--- config.mk ---
export PLATFORM = sky130hd
export DESIGN_NAME = prog_loader
export DESIGN_NICKNAME = d
export VERILOG_FILES = /design/src/rtl/cpu_pkg.sv /design/src/rtl/word_assembler.sv /design/src/rtl/prog_loader.sv
export SDC_FILE = /design/constraint.sdc
export NUM_CORES = 1
export LEC_CHECK = 0
export BUFFER_PORTS_ARGS = -buffer_cell sky130_fd_sc_hd__buf_2
export CAP_MARGIN = 20
export CORE_MARGIN = 3
export CORE_UTILIZATION = 45
export CTS_BUF_LIST = sky130_fd_sc_hd__clkbuf_16
export DETAILED_ROUTE_END_ITERATION = 12
export GPL_TIMING_DRIVEN = 0
export PLACE_DENSITY = 0.66
export RECOVER_POWER = 25
export SETUP_SLACK_MARGIN = 0.15
export SYNTH_ARGS = -nofsm -noshare
export SYNTH_HDL_FRONTEND = slang
export SYNTH_SLANG_ARGS = --single-unit
--- constraint.sdc ---
create_clock -name sysclk -period 1.9 [get_ports sysclk]
set_input_delay 0.19 -clock sysclk [delete_from_list [all_inputs] [get_ports sysclk]]
set_output_delay 0.19 -clock sysclk [all_outputs]
set_load 0.03 [all_outputs]
--- src/rtl/cpu_pkg.sv ---
// cpu_pkg: loader state encoding and shared constants.
// CHK exists only when PROG_LOADER_CHECKSUM_EN is defined.
package cpu_pkg;
  typedef enum logic [2:0] {
    LEN0, LEN1, DATA, WRITE, DONE, ERROR
`ifdef PROG_LOADER_CHECKSUM_EN
    , CHK
`endif
  } state_t;
  localparam logic [3:0] BE_ALL = 4'b1111;
  localparam int HDR_LEN = 2;
endpackage

--- src/rtl/word_assembler.sv ---
// word_assembler: packs four bytes little-endian into a word and flags the 4th byte.
module word_assembler (
  input  logic        clk,
  input  logic        rst_n,
  input  logic        clr,
  input  logic        en,
  input  logic [7:0]  din,
  output logic [31:0] word,
  output logic        last
);
  logic [1:0] cnt;
  assign last = en && cnt == 2'd3;
  always_ff @(posedge clk or negedge rst_n)
    if (!rst_n) begin
      cnt  <= '0;
      word <= '0;
    end else if (clr) begin
      cnt  <= '0;
      word <= '0;
    end else if (en) begin
      cnt  <= cnt + 2'd1;
      word <= {din, word[31:8]};
    end
endmodule

--- src/rtl/prog_loader.sv ---
// prog_loader: loads a length-prefixed word image from a byte stream into program memory.
// Define PROG_LOADER_CHECKSUM_EN to require a trailing XOR checksum byte.
module prog_loader
  import cpu_pkg::*;
#(
  parameter int ADDR_WIDTH = 12,
  parameter int MEM_WORDS  = 1024
) (
  input  logic                  sysclk,
  input  logic                  rst,
  input  logic [7:0]            in_data,
  input  logic                  in_valid,
  output logic                  in_ready,
  output logic [ADDR_WIDTH-1:0] mem_wr_addr,
  output logic [31:0]           mem_wr_data,
  output logic [3:0]            mem_byte_w_en,
  input  logic                  restart,
  output logic                  cpu_hold,
  output logic                  done,
  output logic                  error
);
  state_t state, nxt;
  logic live, acc, last, clr, wr;
  logic [31:0] word;
  logic [8*HDR_LEN-1:0] n, n_new, word_idx, idx_inc;
`ifdef PROG_LOADER_CHECKSUM_EN
  logic [7:0] chk;
  localparam state_t FIN = CHK;
`else
  localparam state_t FIN = DONE;
`endif
  assign acc      = in_valid && in_ready;
  assign clr      = (state == DONE || state == ERROR) && restart;
  assign n_new    = {in_data, n[7:0]};
  assign idx_inc  = word_idx + 1'b1;
  assign wr       = state == WRITE;
  // in_ready stays low until the first edge after reset release
  assign in_ready = live && state != WRITE && state != DONE && state != ERROR;
  assign mem_byte_w_en = wr ? BE_ALL : 4'b0000;
  assign mem_wr_addr   = wr ? ADDR_WIDTH'({word_idx, 2'b00}) : '0;
  assign mem_wr_data   = wr ? word : '0;
  assign done     = state == DONE;
  assign error    = state == ERROR;
  assign cpu_hold = state != DONE;
  word_assembler u_asm (
    .clk   (sysclk),
    .rst_n (rst),
    .clr   (clr),
    .en    (acc && state == DATA),
    .din   (in_data),
    .word  (word),
    .last  (last)
  );
  always_comb begin
    nxt = state;
    case (state)
      LEN0:  nxt = acc ? LEN1 : LEN0;
      LEN1:  if (acc) nxt = 32'(n_new) > MEM_WORDS ? ERROR : n_new == '0 ? FIN : DATA;
      DATA:  nxt = acc && last ? WRITE : DATA;
      WRITE: nxt = idx_inc == n ? FIN : DATA;
`ifdef PROG_LOADER_CHECKSUM_EN
      CHK:   if (acc) nxt = in_data == chk ? DONE : ERROR;
`endif
      DONE, ERROR: nxt = restart ? LEN0 : state;
      default: nxt = LEN0;
    endcase
  end
  always_ff @(posedge sysclk or negedge rst)
    if (!rst) begin
      state <= LEN0;
      live  <= 1'b0;
    end else begin
      state <= nxt;
      live  <= 1'b1;
    end
  always_ff @(posedge sysclk or negedge rst)
    if (!rst) begin
      n        <= '0;
      word_idx <= '0;
    end else if (clr) begin
      n        <= '0;
      word_idx <= '0;
    end else begin
      if (acc && state == LEN0) n[7:0] <= in_data;
      if (acc && state == LEN1) n <= n_new;
      if (wr) word_idx <= idx_inc;
    end
`ifdef PROG_LOADER_CHECKSUM_EN
  always_ff @(posedge sysclk or negedge rst)
    if (!rst) chk <= '0;
    else if (clr) chk <= '0;
    else if (acc) chk <= chk ^ in_data;
`endif
endmodule

# ---- Yosys cells after proc, flatten, opt, wreduce, memory -nomap -nowiden
# Cells that the tools add are included.
dict set report classes {
  n_lt_le_gt_ge 1
  eq_ne 13
  reduce_logical 20
  add_sub_neg 2
  muxes 20
}
# op n
set ops {}
lappend ops {{2-to-1 mux 32 bit} 3}
lappend ops {{2-to-1 mux 16 bit} 4}
lappend ops {{adder 16 x 1 -> 16 bit (second input constant)} 1}
lappend ops {{== test 16 bit} 1}
lappend ops {{> comparator 16 x 11 -> 1 bit (second input constant)} 1}
lappend ops {{logical NOT 16 bit} 1}
lappend ops {{2-to-1 mux 3 bit} 5}
lappend ops {{one-hot mux 3 bit (5 select lines)} 1}
lappend ops {{2-to-1 mux 12 bit} 1}
lappend ops {{logical AND 1 bit} 10}
lappend ops {{2-to-1 mux 8 bit} 1}
lappend ops {{nonzero test 2 bit} 4}
lappend ops {{== test 3 x 2 -> 1 bit (second input constant)} 2}
lappend ops {{== test 3 bit (second input constant)} 2}
lappend ops {{!= test 2 bit (second input constant)} 3}
lappend ops {{!= test 3 bit (second input constant)} 2}
lappend ops {{2-to-1 mux 2 bit} 2}
lappend ops {{2-to-1 mux 4 bit} 1}
lappend ops {{AND reduction 2 bit} 2}
lappend ops {{== test 3 x 1 -> 1 bit (second input constant)} 1}
lappend ops {{logical NOT 3 bit} 1}
lappend ops {{!= test 3 x 2 -> 1 bit (second input constant)} 1}
lappend ops {{adder 2 x 1 -> 2 bit (second input constant)} 1}
lappend ops {{== test 2 bit (second input constant)} 1}
lappend ops {{3 further kinds} 4}
dict set report word_totals {
  reg_bits 70
  word_cells 63
}

# ---- Logic depth before layout (Yosys ltp)
dict set report depth {
  depth_word 10
  mapped_depth 8
}

# ---- Hierarchy
# From an unflattened synthesis, not the netlist that was laid out.
dict set report unflattened {
  cells_unflattened 456
  area_unflattened_um2 4171.5
}
# mod area_per_inst_um2 cells_each n_inst
set by_module_without_submodules {}
lappend by_module_without_submodules {prog_loader 2743.9 344 1}
lappend by_module_without_submodules {word_assembler 1427.6 112 1}

# ---- Least setup slack after synthesis
# Ideal clock, no wire load.
dict set report synth_timing {
  path_type {register to register}
  from {register word_idx[0]}
  to {register state[1]}
  stages_incl_launch_ff 8
  arrival_time_ns 1.905
  t_required_ns 1.777
  synth_period_minus_slack_ns 2.028
  slack_ns -0.128
  setup_time_ns 0.123
  cell_sequence {dfrtp_1 ha_1 and4_1 a41o_1 nand4b_1 a2111oi_2 nand4_1 o221a_1}
}
dict set report synth_between {
  elab_chain_len 4
}
# element line_no
set synth_lines {}
lappend synth_lines {{start, declared} prog_loader.sv:25} ;# logic [8*HDR_LEN-1:0] n, n_new, word_idx, idx_inc;
lappend synth_lines {{start signal, assigned} prog_loader.sv:86} ;# if (wr) word_idx <= idx_inc;
lappend synth_lines {{adder 16 x 1 -> 16 bit} prog_loader.sv:35} ;# assign idx_inc = word_idx + 1'b1;
lappend synth_lines {{== test 16 bit} prog_loader.sv:60} ;# WRITE: nxt = idx_inc == n ? FIN : DATA;
lappend synth_lines {{2-to-1 mux 3 bit} prog_loader.sv:60}
lappend synth_lines {{one-hot mux 3 bit (5 select lines)} prog_loader.sv:56} ;# case (state)
lappend synth_lines {{end signal, assigned} prog_loader.sv:73} ;# state <= nxt;
lappend synth_lines {{end, declared} prog_loader.sv:22} ;# state_t state, nxt;
# No other way between the ends.
# A chain may end at the register's enable or synchronous reset.

# ---- Worst setup path after layout
dict set report layout_timing {
  from {register word_idx[3]}
  to {register state[1]}
}
# Same word-level chain as after synthesis.

==> results.sh <==
export IMPL_slowest_delay_ps=530
export IMPL_dp_hpwl_um=7062
export IMPL_tightest_slew_ps=1742
export IMPL_routed_via_density=5.439
export IMPL_start_util_pct=47.45
export IMPL_synth_commonest_cells="95 x nand2_1, 70 x dfrtp_1, 41 x and2_1, 40 x a21oi_1, 38 x nor2_1"
export IMPL_fmax_mhz=486.1
export IMPL_routedWlPerCell_um=15.98
export IMPL_place_inst=633
export IMPL_arrival_ps=2260
export IMPL_power_frac_clock_pct=31.8
export IMPL_fin_nets=578
export IMPL_place_ws_ps=-234.3
export IMPL_syn_area_sq_mm=0.003978
export IMPL_timing_rr_start="word_idx[3]$_DFFE_PN0P_"
export IMPL_die_h_um=100.0
export IMPL_clockBufferDepth=2
export IMPL_sequentialPowerShare_pct=39.6
export IMPL_hold_violations=0
export IMPL_drc=0
export IMPL_gp_congestion=0.8828
export IMPL_final_util_pct=64.82
export IMPL_switching_share_pct=33.88
export IMPL_violations="capacitance limit, slew limit, setup timing"
export IMPL_ys_ff_latch=70
export IMPL_synth_edf_count=0
export IMPL_period_share_pct=108.3
export IMPL_area_growth_pct=36.58
export IMPL_slew_headroom_pct=-16.15
export IMPL_yosysTopAreaCellShare_pct=44.04
export IMPL_p_int_mw=3.473
export IMPL_hold_end="n[5]$_DFFE_PN0P_"
export IMPL_crit_chain="buf_6 -> nand2_4 -> or4_4 -> a2111oi_4 -> nand4_1 -> o221a_1"
export IMPL_rows=33
export IMPL_n_antenna_cell=0
export IMPL_crit_slowest_cell="or4_4"
export IMPL_irDropWorstVdd_mv=0.6593
export IMPL_grt_pass1_wl_um=17530
export IMPL_postSynthCellCount=466
export IMPL_instances_no_fill=674
export IMPL_clock_latency_ps=320
export IMPL_cts_sinks=70
export IMPL_seq_area_frac_synth_pct=44.04
export IMPL_synthArstFlopShare_pct=100.0
export IMPL_rsz0062_at_grt="true"
export IMPL_drt_iter0_drc=248
export IMPL_yosys_warnings=0
export IMPL_finalWirelength_um=10770
export IMPL_worst_endpoint_required_ps=2110
export IMPL_overflow=0
export IMPL_drv_slew=71
export IMPL_ant_nets=0
export IMPL_core_area_sq_mm=0.008382
export IMPL_layout_min_cycle_time_ps=2057
export IMPL_reg2reg_slack_ps=-160
export IMPL_track_usage_pct=21.68
export IMPL_num_io_pins=64
export IMPL_p_leak_nw=2.530
export IMPL_hold_path_class="in -> reg"
export IMPL_hold_path_cell_count=3
export IMPL_cp_start_kind="register"
export IMPL_cts_tree="built"
export IMPL_path_clk_slew_ps=60
export IMPL_die_w_um=100.0
export IMPL_fillerInstances=710
export IMPL_comb_power_share_pct=28.6
export IMPL_synth_area_top_cells="dfrtp_1 44%, nand2_1 9.0%, and2_1 6.4%, a21oi_1 5.0%, xnor2_1 4.6%"
export IMPL_holdCritStartpoint="in_data[5]"
export IMPL_skew_ps=5.793
export IMPL_crit_buf_inv=1
export IMPL_io_buffers=61
export IMPL_power_density_mw_per_mm2=966.9
export IMPL_cap_violations=1
export IMPL_root_buffer="clkbuf_16"
export IMPL_synth_most_common_cell="nand2_1"
export IMPL_post_synth_cell_area_avg_sq_um=8.536
export IMPL_setup_ws_ps=-157.2
export IMPL_cts_htree_levels=3
export IMPL_report_final_setup_viol=2
export IMPL_ys_flop_type="dfrtp_1"
export IMPL_die_area_sq_mm=0.01000
export IMPL_status="finished with violations"
export IMPL_yosys_area_top_type="dfrtp_1"
export IMPL_reg2reg_to="state[1]$_DFFE_PN0P_"
export IMPL_final_seq_area_sq_mm=0.001759
export IMPL_grt_pass1_vias=3536
export IMPL_r2r_cells=6
export IMPL_antenna_found_initial=0
export IMPL_crit_family="simple AND/OR/NAND/NOR gates"
export IMPL_drive_gt1_share_pct=33.74
export IMPL_power_switching_mw=1.779
export IMPL_critPathKind="reg -> reg"
export IMPL_vias=3666
export IMPL_multi_input_area_sq_mm=0.002285
export IMPL_synth_cell_types=54
export IMPL_critPathCaptureType="register"
export IMPL_grt_max_degree=71
export IMPL_crit_fanout=7
export IMPL_numCtsBuffers=9
export IMPL_setup_tns_ps=-289.8
export IMPL_cts_hold_buf=0
export IMPL_firstDrtPassIters=5
cell usage in the layout (no fill, tap or decap), types with 4 or more instances in the layout:
| cell | n |
|---|---|
| nand2_1 | 94 |
| dfrtp_1 | 64 |
| buf_4 | 60 |
| and2_1 | 40 |
| a21oi_1 | 40 |
| nor2_1 | 32 |
| buf_2 | 28 |
| o21ai_0 | 23 |
| xnor2_1 | 20 |
| clkbuf_16 | 10 |
| clkbuf_2 | 10 |
| mux2i_1 | 10 |
| clkbuf_4 | 9 |
| buf_6 | 9 |
| nand3_1 | 8 |
| dfrtp_2 | 6 |
| inv_1 | 4 |
| nor4_4 | 4 |
layer usage:
layer	part of all wire [%]	track usage, %	wire (um)	vias up
met5	0	0	0	-
met4	1.2	4.041	131	0
met3	5.4	3.892	585	13
met2	47	34.02	5058	107
met1	46	31.83	4994	1788
li1	-	-	-	1758
through the flow:
stage | cell area (sq um) | power (mW) | hold WS, ps
after global placement | 4471 | 3.222 | 468.4
after global routing | 5433 | 5.554 | 156.2
final | 5433 | 5.253 | 142.1
after CTS | 5238 | 5.121 | 23.47
after detailed placement | 4473 | 3.260 | 371.1
after floorplan | 4034 | 2.930 | -105.6
registers in the layout (all words and copies together), names as in the netlist:
name        flops
live            1
n              16
state           3
u_asm.cnt       2
u_asm.word     32
word_idx       16
how the worst max path moves through the flow:
stage | start | endpoint | slack, ps | depth (start not counted)
after floorplan | word_idx[5]$_DFFE_PN0P_ | state[1]$_DFFE_PN0P_ | 40 | 6
after global placement | word_idx[1]$_DFFE_PN0P_ | state[1]$_DFFE_PN0P_ | -230 | 7
after detailed placement | word_idx[11]$_DFFE_PN0P_ | state[1]$_DFFE_PN0P_ | -230 | 7
after CTS | word_idx[1]$_DFFE_PN0P_ | state[1]$_DFFE_PN0P_ | -110 | 7
after global routing | word_idx[3]$_DFFE_PN0P_ | state[1]$_DFFE_PN0P_ | -220 | 6
final | word_idx[3]$_DFFE_PN0P_ | state[1]$_DFFE_PN0P_ | -160 | 6
power by group through the flow:
stage	combinational, mW	sequential [mW]	clock, mW
final	1.50	2.08	1.67
after global routing	1.66	2.11	1.78
after CTS	1.36	2.04	1.71
after detailed placement	1.21	2.05	0
after global placement	1.19	2.04	0
after floorplan	0.973	1.96	0
timing repair:
item                                    4_1_cts  5_1_grt
buffers inserted                             15       11
resized for setup                           104       51
endpoints found under the setup margin      111      109
pin swaps                                     6       17
final cells by class:
class	count	area share (%)
repair buffers	87	11.40
multi-input cells	353	42.05
flip-flops and latches	70	32.38
plain buffers	37	5.712
clock buffers	9	4.146
well taps	105	2.418
clock inverters	7	1.336
inverters	6	0.5527
tightest hold or removal path: stages:
cell and delay, ps:
buf_2 130, nand2_1 50, o21ai_0 60
kinds of logic (layout without fill, tap and decap cells):
kind of cell | count (synthesis) | count (layout) | share of synthesized area, %
DFF | 70 | 70 | 44.04
and+or+nand+nor | 227 | 227 | 29.19
AOI/OAI and AO/OA | 86 | 86 | 12.61
buffers and inverters | 44 | 146 | 5.316
muxes | 10 | 10 | 2.517
xor gates and xnor gates | 25 | 25 | 5.505
adders and majority gates | 2 | 2 | 0.6290
other | 2 | 3 | 0.1888
Power figures use the tool's default switching activity.
